--- config.mk ---
export PLATFORM = sky130hd
export DESIGN_NAME = ahb_rr_arbiter
export DESIGN_NICKNAME = d
export VERILOG_FILES = /design/src/rtl/ahb_rr_arbiter.sv
export SDC_FILE = /design/constraint.sdc
export NUM_CORES = 1
export LEC_CHECK = 0
export ABC_AREA = 0
export CORE_MARGIN = 1.5
export CORE_UTILIZATION = 50
export DETAILED_ROUTE_END_ITERATION = 10
export GPL_TIMING_DRIVEN = 0
export PLACE_DENSITY = 0.78
export SYNTH_ARGS = -nofsm -noshare
export SYNTH_HDL_FRONTEND = slang
export SYNTH_SLANG_ARGS = --single-unit
--- constraint.sdc ---
create_clock -name HCLK -period 4.4 [get_ports HCLK]
set_input_delay 1.32 -clock HCLK [delete_from_list [all_inputs] [get_ports HCLK]]
set_output_delay 1.32 -clock HCLK [all_outputs]
set_load 0.005 [all_outputs]
--- src/rtl/ahb_rr_arbiter.sv ---
// Round-robin AHB-Lite bus arbiter with lock-aware, burst-aware grant handover on HREADY-high cycles.
// Define AHB_ARB_BURST_HOLD_EN to hold the grant until a fixed-length burst reaches its last beat.
`timescale 1ns/1ps
module ahb_rr_arbiter #(
    parameter int NUM_MST = 4,
    parameter int DEF_MST = 0
) (
    input  logic               HCLK,
    input  logic               HRESETn,
    input  logic [NUM_MST-1:0] HBUSREQ,
    input  logic [NUM_MST-1:0] HLOCK,
    input  logic [1:0]         HTRANS,
    input  logic [2:0]         HBURST,
    input  logic               HREADY,
    output logic [NUM_MST-1:0] HGRANT,
    output logic [3:0]         HMASTER,
    output logic               HMASTLOCK
);

    logic [NUM_MST-1:0] hgrant_q, hgrant_d;
    logic [3:0]         gidx_q, gidx_d;
    logic [3:0]         last_q, last_d;
    logic [3:0]         hmaster_q;
    logic               hmastlock_q;

    logic               lock_hold;
    logic               burst_done;
    logic               arb_ok;

    logic [3:0]         start_idx;
    logic [NUM_MST-1:0] req_rot;
    logic               found;
    logic [3:0]         off;
    logic [4:0]         sum;
    logic [3:0]         win_idx;

    assign lock_hold = |(HLOCK & hgrant_q);

`ifdef AHB_ARB_BURST_HOLD_EN
    localparam logic [1:0] TRANS_IDLE   = 2'd0;
    localparam logic [1:0] TRANS_NONSEQ = 2'd2;
    localparam logic [1:0] TRANS_SEQ    = 2'd3;
    localparam logic [2:0] BURST_SINGLE = 3'd0;
    localparam logic [2:0] BURST_INCR   = 3'd1;

    logic [3:0] cnt_q, cnt_d;
    logic       fixed_burst;

    assign fixed_burst = (HBURST != BURST_SINGLE) && (HBURST != BURST_INCR);

    // cnt holds the number of SEQ beats still to come in a fixed-length burst
    always_comb begin
        cnt_d = cnt_q;
        if (HREADY) begin
            case (HTRANS)
                TRANS_NONSEQ: begin
                    case (HBURST)
                        3'd2, 3'd3: cnt_d = 4'd3;
                        3'd4, 3'd5: cnt_d = 4'd7;
                        3'd6, 3'd7: cnt_d = 4'd15;
                        default:    cnt_d = 4'd0;
                    endcase
                end
                TRANS_SEQ: begin
                    if (cnt_q != 4'd0) cnt_d = cnt_q - 4'd1;
                end
                TRANS_IDLE: cnt_d = 4'd0;
                default:    cnt_d = cnt_q;
            endcase
        end
    end

    always_ff @(posedge HCLK or negedge HRESETn) begin
        if (!HRESETn) cnt_q <= 4'd0;
        else          cnt_q <= cnt_d;
    end

    assign burst_done = ((cnt_q == 4'd0) && !((HTRANS == TRANS_NONSEQ) && fixed_burst))
                     || ((cnt_q == 4'd1) && (HTRANS == TRANS_SEQ));
`else
    logic unused_burst_sig;
    assign unused_burst_sig = &{1'b0, HTRANS, HBURST};
    assign burst_done       = 1'b1;
`endif

    assign arb_ok = HREADY & ~lock_hold & burst_done;

    // Rotate requests so bit 0 is the master right after the last winner
    assign start_idx = (last_q == 4'(NUM_MST-1)) ? 4'd0 : last_q + 4'd1;
    assign req_rot   = NUM_MST'({HBUSREQ, HBUSREQ} >> start_idx);

    always_comb begin
        found = 1'b0;
        off   = 4'd0;
        for (int i = 0; i < NUM_MST; i++) begin
            if (!found && req_rot[i]) begin
                found = 1'b1;
                off   = 4'(i);
            end
        end
    end

    always_comb begin
        sum = {1'b0, start_idx} + {1'b0, off};
        if (sum >= 5'(NUM_MST)) win_idx = 4'(sum - 5'(NUM_MST));
        else                    win_idx = 4'(sum);
    end

    always_comb begin
        gidx_d = gidx_q;
        last_d = last_q;
        if (arb_ok) begin
            if (found) begin
                gidx_d = win_idx;
                last_d = win_idx;
            end else begin
                gidx_d = 4'(DEF_MST);
            end
        end
    end

    for (genvar gi = 0; gi < NUM_MST; gi++) begin : g_grant_dec
        assign hgrant_d[gi] = (gidx_d == 4'(gi));
    end

    always_ff @(posedge HCLK or negedge HRESETn) begin
        if (!HRESETn) begin
            hgrant_q    <= NUM_MST'(1) << DEF_MST;
            gidx_q      <= 4'(DEF_MST);
            last_q      <= 4'(DEF_MST);
            hmaster_q   <= 4'(DEF_MST);
            hmastlock_q <= 1'b0;
        end else begin
            hgrant_q <= hgrant_d;
            gidx_q   <= gidx_d;
            last_q   <= last_d;
            if (HREADY) begin
                hmaster_q   <= gidx_q;
                hmastlock_q <= lock_hold;
            end
        end
    end

    assign HGRANT    = hgrant_q;
    assign HMASTER   = hmaster_q;
    assign HMASTLOCK = hmastlock_q;

endmodule

# Yosys cells after proc, flatten, opt, wreduce, memory -nomap -nowiden
# Index checks and enable logic that the tools add are counted.
dict set report op_classes {
  shift 1
  bitwise 3
  n_reduce_logical 9
  eq_ne 4
  add_sub_neg 3
  muxes 11
  magnitude_cmp 1
}
# cell count
set ops {}
lappend ops {{4-bit two-way mux} 5}
lappend ops {{4-bit by 2-bit == test with 1-bit output, second input constant} 3}
lappend ops {{8-bit by 4-bit right shift with 4-bit output} 1}
lappend ops {{4-bit by 4-bit adder with 5-bit output} 1}
lappend ops {{5-bit by 3-bit >= comparator with 1-bit output, second input constant} 1}
lappend ops {{1-bit two-way mux} 5}
lappend ops {{4-bit by 1-bit adder with 4-bit output, second input constant} 1}
lappend ops {{4-bit AND} 1}
lappend ops {{4-bit by 1-bit == test with 1-bit output, second input constant} 1}
lappend ops {{4-bit logical NOT} 1}
lappend ops {{4-bit OR reduction} 1}
lappend ops {{4-bit by 3-bit subtractor with 4-bit output, second input constant} 1}
lappend ops {{1-bit logical AND} 3}
lappend ops {{1-bit logical NOT} 3}
lappend ops {{2-bit two-way mux} 1}
lappend ops {{2-bit AND reduction} 1}
lappend ops {{1-bit AND} 1}
lappend ops {{1-bit inverter} 1}
dict set report word_totals {
  elab_cells 37
  in_bits 16
  regBits 17
}

# Longest topological paths before layout
dict set report depth {
  ltp_word 19
  mapped_depth 16
  mapped_depth_nobuf 16
}

# Worst setup path before layout
# No wires, ideal clock.
dict set report synth_path {
  path_type {input port to flip-flop}
  from {in HBUSREQ[0]}
  to {reg hgrant_q[1] (netlist: HGRANT[1])}
  path_slack_ps 161
  required_ps 4299
  arrival_time_ps 4139
  path_buffers 0
  cell_stages 14
  path_cell_list {nor2b_1 -> a31o_2 -> nor2b_1 -> or3_1 -> a21oi_1 -> ha_1 -> a21oi_1 -> nor2_1 -> xnor2_1 -> ha_1 -> or3_1 -> o311ai_0 -> nand2_1 -> o32ai_1}
}
dict set report synth_via {
  elab_chain_len 17
  elab_cells_between_ends 21
}
# item line
set synth_lines {}
lappend synth_lines {{start, declared} 10} ;# input logic [NUM_MST-1:0] HBUSREQ,
lappend synth_lines {{8-bit by 4-bit right shift with 4-bit output *} 90} ;# assign req_rot = NUM_MST'({HBUSREQ, HBUSREQ} >> start_idx);
lappend synth_lines {{1-bit two-way mux} 96} ;# if (!found && req_rot[i]) begin
lappend synth_lines {{1-bit logical NOT} 96}
lappend synth_lines {{1-bit logical AND} 96}
lappend synth_lines {{1-bit two-way mux} 96}
lappend synth_lines {{1-bit logical NOT} 96}
lappend synth_lines {{1-bit logical AND} 96}
lappend synth_lines {{1-bit two-way mux} 96}
lappend synth_lines {{(+2 left out)} n/a}
lappend synth_lines {{4-bit two-way mux} 96}
lappend synth_lines {{4-bit by 4-bit adder with 5-bit output} 104} ;# sum = {1'b0, start_idx} + {1'b0, off};
lappend synth_lines {{4-bit by 3-bit subtractor with 4-bit output or 5-bit by 3-bit >= comparator with 1-bit output (tied branches)} 105} ;# if (sum >= 5'(NUM_MST)) win_idx = 4'(sum - 5'(NUM_MST));
lappend synth_lines {{4-bit two-way mux} 105}
lappend synth_lines {{4-bit two-way mux *} 113} ;# if (found) begin
lappend synth_lines {{4-bit two-way mux *} 112} ;# if (arb_ok) begin
lappend synth_lines {{4-bit by 1-bit == test with 1-bit output *} 123} ;# assign hgrant_d[gi] = (gidx_d == 4'(gi));
lappend synth_lines {{named net hgrant_d[1]} 20} ;# logic [NUM_MST-1:0] hgrant_q, hgrant_d;
lappend synth_lines {{end signal, assigned} 128} ;# hgrant_q <= NUM_MST'(1) << DEF_MST;
lappend synth_lines {{end signal, assigned} 134} ;# hgrant_q <= hgrant_d;
lappend synth_lines {{end, declared} 20}
# Mark *: on every way through the listed nets, which the timed path passes. The rest lies on a longest branch.
# A chain may end at the register's enable or synchronous reset.

# Final worst setup path
dict set report layout_path {
  from {in HBUSREQ[0]}
  to {reg hgrant_q[3] (netlist: HGRANT[3])}
}
dict set report layout_via {
  elab_chain_len 17
  elab_cells_between_ends 21
}
# item line
set layout_lines {}
lappend layout_lines {{8-bit by 4-bit right shift with 4-bit output *} 90}
lappend layout_lines {{1-bit two-way mux} 96}
lappend layout_lines {{1-bit logical NOT} 96}
lappend layout_lines {{1-bit logical AND} 96}
lappend layout_lines {{1-bit two-way mux} 96}
lappend layout_lines {{1-bit logical NOT} 96}
lappend layout_lines {{1-bit logical AND} 96}
lappend layout_lines {{1-bit two-way mux} 96}
lappend layout_lines {{(+2 left out)} n/a}
lappend layout_lines {{4-bit two-way mux} 96}
lappend layout_lines {{4-bit by 4-bit adder with 5-bit output} 104}
lappend layout_lines {{4-bit by 3-bit subtractor with 4-bit output or 5-bit by 3-bit >= comparator with 1-bit output (tied branches)} 105}
lappend layout_lines {{4-bit two-way mux} 105}
lappend layout_lines {{4-bit two-way mux *} 113}
lappend layout_lines {{4-bit two-way mux *} 112}
lappend layout_lines {{4-bit by 2-bit == test with 1-bit output *} 123}
lappend layout_lines {{named net hgrant_d[3]} 20}
# Marks and branches as above.

==> flow_results.org <==
** Status
- The flow ran to the end, and the final reports show no timing, DRC or antenna violations.

** Logic synthesis
- Dividing the synthesized area by the synthesized cell count gives between 9 and 10 um^2.
- In this run, synthesis inferred 0 flip-flops with an integrated enable.
- Syn. warnings :: 0
- Synthesized Nets :: ~150
- Counting distinct cell types in the post-synthesis netlist gives 50.
- Among all flip-flop cells after synthesis, the most frequent one is dfrtp_1.
- After synthesis the cells add up to 0.001191 mm^2.
- Summing the sequential cell areas from Yosys gives between 30% and 40% of the chip area.
- Total of flip-flops plus latches after synthesis :: 17
- Proportion of synthesized flip-flops having asynchronous set or reset :: 100.0%
- Cell count after synthesis :: about 130

** Worst hold path
- Class of the worst hold path :: flop to flop
- Startpoint of the most critical hold path :: HMASTLOCK
- Counting instances, the worst hold path has a depth of 1.
- Endpoint of the worst hold-timing path :: HMASTLOCK

** Power and ir drop
- VDD sags by at most between 0.5 and 0.6 mV.
- Final total power :: 1313 uW
- In this run the static leakage power is between 0.0006 and 0.0007 uW.
- In this run the power density over the cells is around 840 mW/mm^2.

** Clock network
- The number of clock buffers added by TritonCTS is 3.
- Cts hold-fix bufs :: 0
- The cell sitting at the root of the clock tree is a clkbuf_4.
- The longest clock path from root to sink contains 2 buffers.
- Clock tree from TritonCTS :: built
- Number of sinks driven by the clock tree :: 17
- H-tree levels :: 1
- Clock-pin slew was measured on the worst setup and hold paths at 0.09 ns.
- For the worst-skew pair, the clock arrives at the later sink with an insertion delay of ~0.29 ns.

** Layout
- Leaving out fill and tap cells, the most frequent cell in the layout is dfrtp_1.
- For this run, the share of the core covered by cells in the final layout is just under 70%.
- Summing all non-filler instances in the final layout gives an area of 0.001554 mm^2.
- Commonest cells after routing, fill and taps aside :: 16 x dfrtp_1, 14 x clkdlybuf4s50_1, 11 x nand2_1
- Excluding fillers, the count of instances in the completed layout stands at around 180.
- Counting the fill cells in the layout gives roughly 170.
- Multi-input gate area :: 785.8 um^2
- Antenna Diode Count :: 0
- In the final layout, the share of cells above drive strength 1 is 26.62%.
- Layout overhead on the synthesized area :: 30.46%
- In the final design database the tool counted around 180 nets.
- The sequential cells in the finished layout cover a total of ~430 um^2.

** Timing
- Setup violations remaining at the end of the flow were counted as 0.
- Subtracting the final worst setup slack from the clock period gives about 4.3 ns.
- After layout, the worst path uses between 90 and 100% of the clock period.
- For this run, the top clock speed supported by timing is ~230 MHz.
- Transition time of the tightest slew-check pin :: 0.7245 ns
- Rel. slew slack :: between 50 and 60%
- Skew final :: 0.005549 ns
- The count of pins over their slew limit came to 0.
- After layout, the worst setup slack is about 0.10 ns.
- The final-report hold violation count is 0.

** Floorplan
- The die covers 0.002684 mm^2.
- Number of rows in the core area :: 17
- Die Span Y :: roughly 52 um
- The floorplan step defined a core boundary enclosing between 0.002 and 0.0025 mm^2.
- Number of primary I/O pins :: 25
- Die X :: 51.81 um
- Initial Util :: between 50% and 60%

** Critical path
- The slowest stage of the critical path belongs to the cell or3_1.
- The number of cells on the worst reg-to-reg path is 14.
- Reg-to-Reg End :: HGRANT[3]
- The critical path is of the primary input to flop type.
- The critical path crosses 15 cells after its start point.
- Across all register-to-register paths, the minimum setup slack is around 0.46 ns.
- Of all nets on the critical path, the largest fanout is 3.
- The worst register-to-register path begins at last_q[1].
- Data required time at the worst endpoint :: ~4.6 ns
- Arrival time worst endpoint :: about 4.5 ns
- Critical Path Sink Type :: flop
- STA classifies the critical path startpoint as a primary input.
- The kind of cell with the highest combined delay along the critical path is simple AND/OR/NAND/NOR gates.
- Together, buffers and inverters on the worst path number 3.
- Series of cell instances along the critical path :: dlygate4sd2_1 -> nor2b_4 -> a31o_2 -> nor2b_1 -> or3_1 -> a21oi_2 -> buf_4 -> buf_4 -> fa_2 -> xnor2_2 -> ha_1 -> or3_1 -> o311ai_2 -> nand2_1 -> o32ai_2
- The largest single stage delay on the critical path is about 0.40 ns.

** GRT
- Largest net degree at the start of global routing :: 18
- The via count of the first global-routing pass was about 1000.
- The number of antenna violations at the first check in global routing came to 0.
- Across every metal layer, demand over resource in global routing totals ~23%.
- Global-route wire length before repair :: roughly 4500 um
- Sum of overflow across all layers after global routing :: 0

** Routing
- First-iteration detailed-routing DRC count :: 34
- Avg WL per Cell :: approximately 15 um
- Remaining antenna violation count :: 0
- After detailed routing, the number of remaining DRC violations is 0.
- First-pass detailed-route iteration total :: 4
- In the routed layout, each cell is associated on average with a via count of ~6.
- The detailed router placed between 1000 and 1500 vias in this run.
- Total detailed-routing wirelength :: roughly 2800 um

** Place
- Worst slack after detailed placement :: -0.8575 ns
- Placed Cells incl. Taps :: between 150 and 200
- The congestion estimate from routability-driven global placement came to 0.9220.
- Placed wire-length estimate after detailed placement :: ~2000 um
- In this run the cell area measured after placement is approximately 0.0014 mm^2.
- Count of buffers from port buffering :: 18

** Flow run
- The tool flagged a number of max-cap violations equal to 0.
[worst max-delay path by stage]
| stage | start | endpoint | slack (ns) |
|---|---|---|---|
| 2_1_floorplan | HBUSREQ[0] | HGRANT[1] | 0.16 |
| 3_3_place_gp | HBUSREQ[0] | HGRANT[1] | -0.73 |
| 3_5_place_dp | HBUSREQ[0] | HGRANT[3] | -0.86 |
| 4_1_cts | HBUSREQ[3] | HGRANT[3] | 0.006 |
| 5_1_grt | HBUSREQ[0] | last_q[3] | -0.0008 |
| 6_report | HBUSREQ[0] | HGRANT[3] | 0.10 |
[power breakdown]
group / switching (uW) / total [uW] / internal (uW)
Clock: 43.8 / 79.0 / 35.2
Sequential: 40.9 / 266 / 225
Combinational: 518 / 968 / 449
[cell families after synthesis]
kind of cell	count (synthesis)	synth area share [%]
and+or+nand+nor	44	20.17
xor gates and xnor gates	3	2.206
muxes	7	6.512
buffers and inverters	12	5.357
DFF	17	35.82
adders and majority gates	5	5.883
AOI/OAI and AO/OA	39	24.06
[registers in the layout, indices dropped and copies added (netlist names)]
signal	flops
last_q	4
HMASTLOCK	1
gidx_q	4
HGRANT	4
HMASTER	4
[synth_stat cells, types with 2 or more instances]
cell,count,area (um^2)
o21ai_0,9,45.04
dfrtp_1,16,400.4
xnor2_1,3,26.28
nand2b_1,3,18.77
buf_2,3,15.01
ha_1,4,50.05
inv_1,7,26.28
buf_6,2,22.52
a21o_1,2,15.01
nor2b_1,3,18.77
mux2_2,6,67.56
o32ai_1,2,17.52
or3_1,2,12.51
nor2_1,7,26.28
nand2_1,11,41.29
nor3b_1,2,15.01
a21oi_1,5,25.02
o31ai_1,3,22.52
a21o_2,2,17.52
nand3_1,5,25.02
[timing repair]
item | CTS | global route
setup endpoints to repair | 7 | 6
buffers inserted | 3 | 2
pin swaps | 5 | 9
resized for setup | 18 | 3
gates cloned | 0 | 0
[layout make-up]
class | instances | area share (%)
multi-input cells | 98 | 50.56
flip-flops and latches | 17 | 27.46
repair buffers | 23 | 13.93
plain buffers | 5 | 2.415
well taps | 28 | 2.254
clock buffers | 4 | 1.691
inverters | 7 | 1.691
[layer usage]
metal	wire length [um]	vias to the layer above	GRT usage, %	part of all wire [%]
met5	0	-	0	0
met4	0	0	4.825	0
met3	187	0	5.172	6.7
met2	1422	35	37.82	51
met1	1195	535	30.21	43
li1	-	528	-	-
[metrics by stage]
step	hold WS, ns	setup TNS [ns]
floorplan	0.4742	0
global placement	0.4642	-4.090
detailed placement	0.4753	-4.930
CTS	0.4964	0
global route	0.5204	-0.0007980
finish	0.4969	0
No activity file was read; power rests on OpenSTA's default activity.
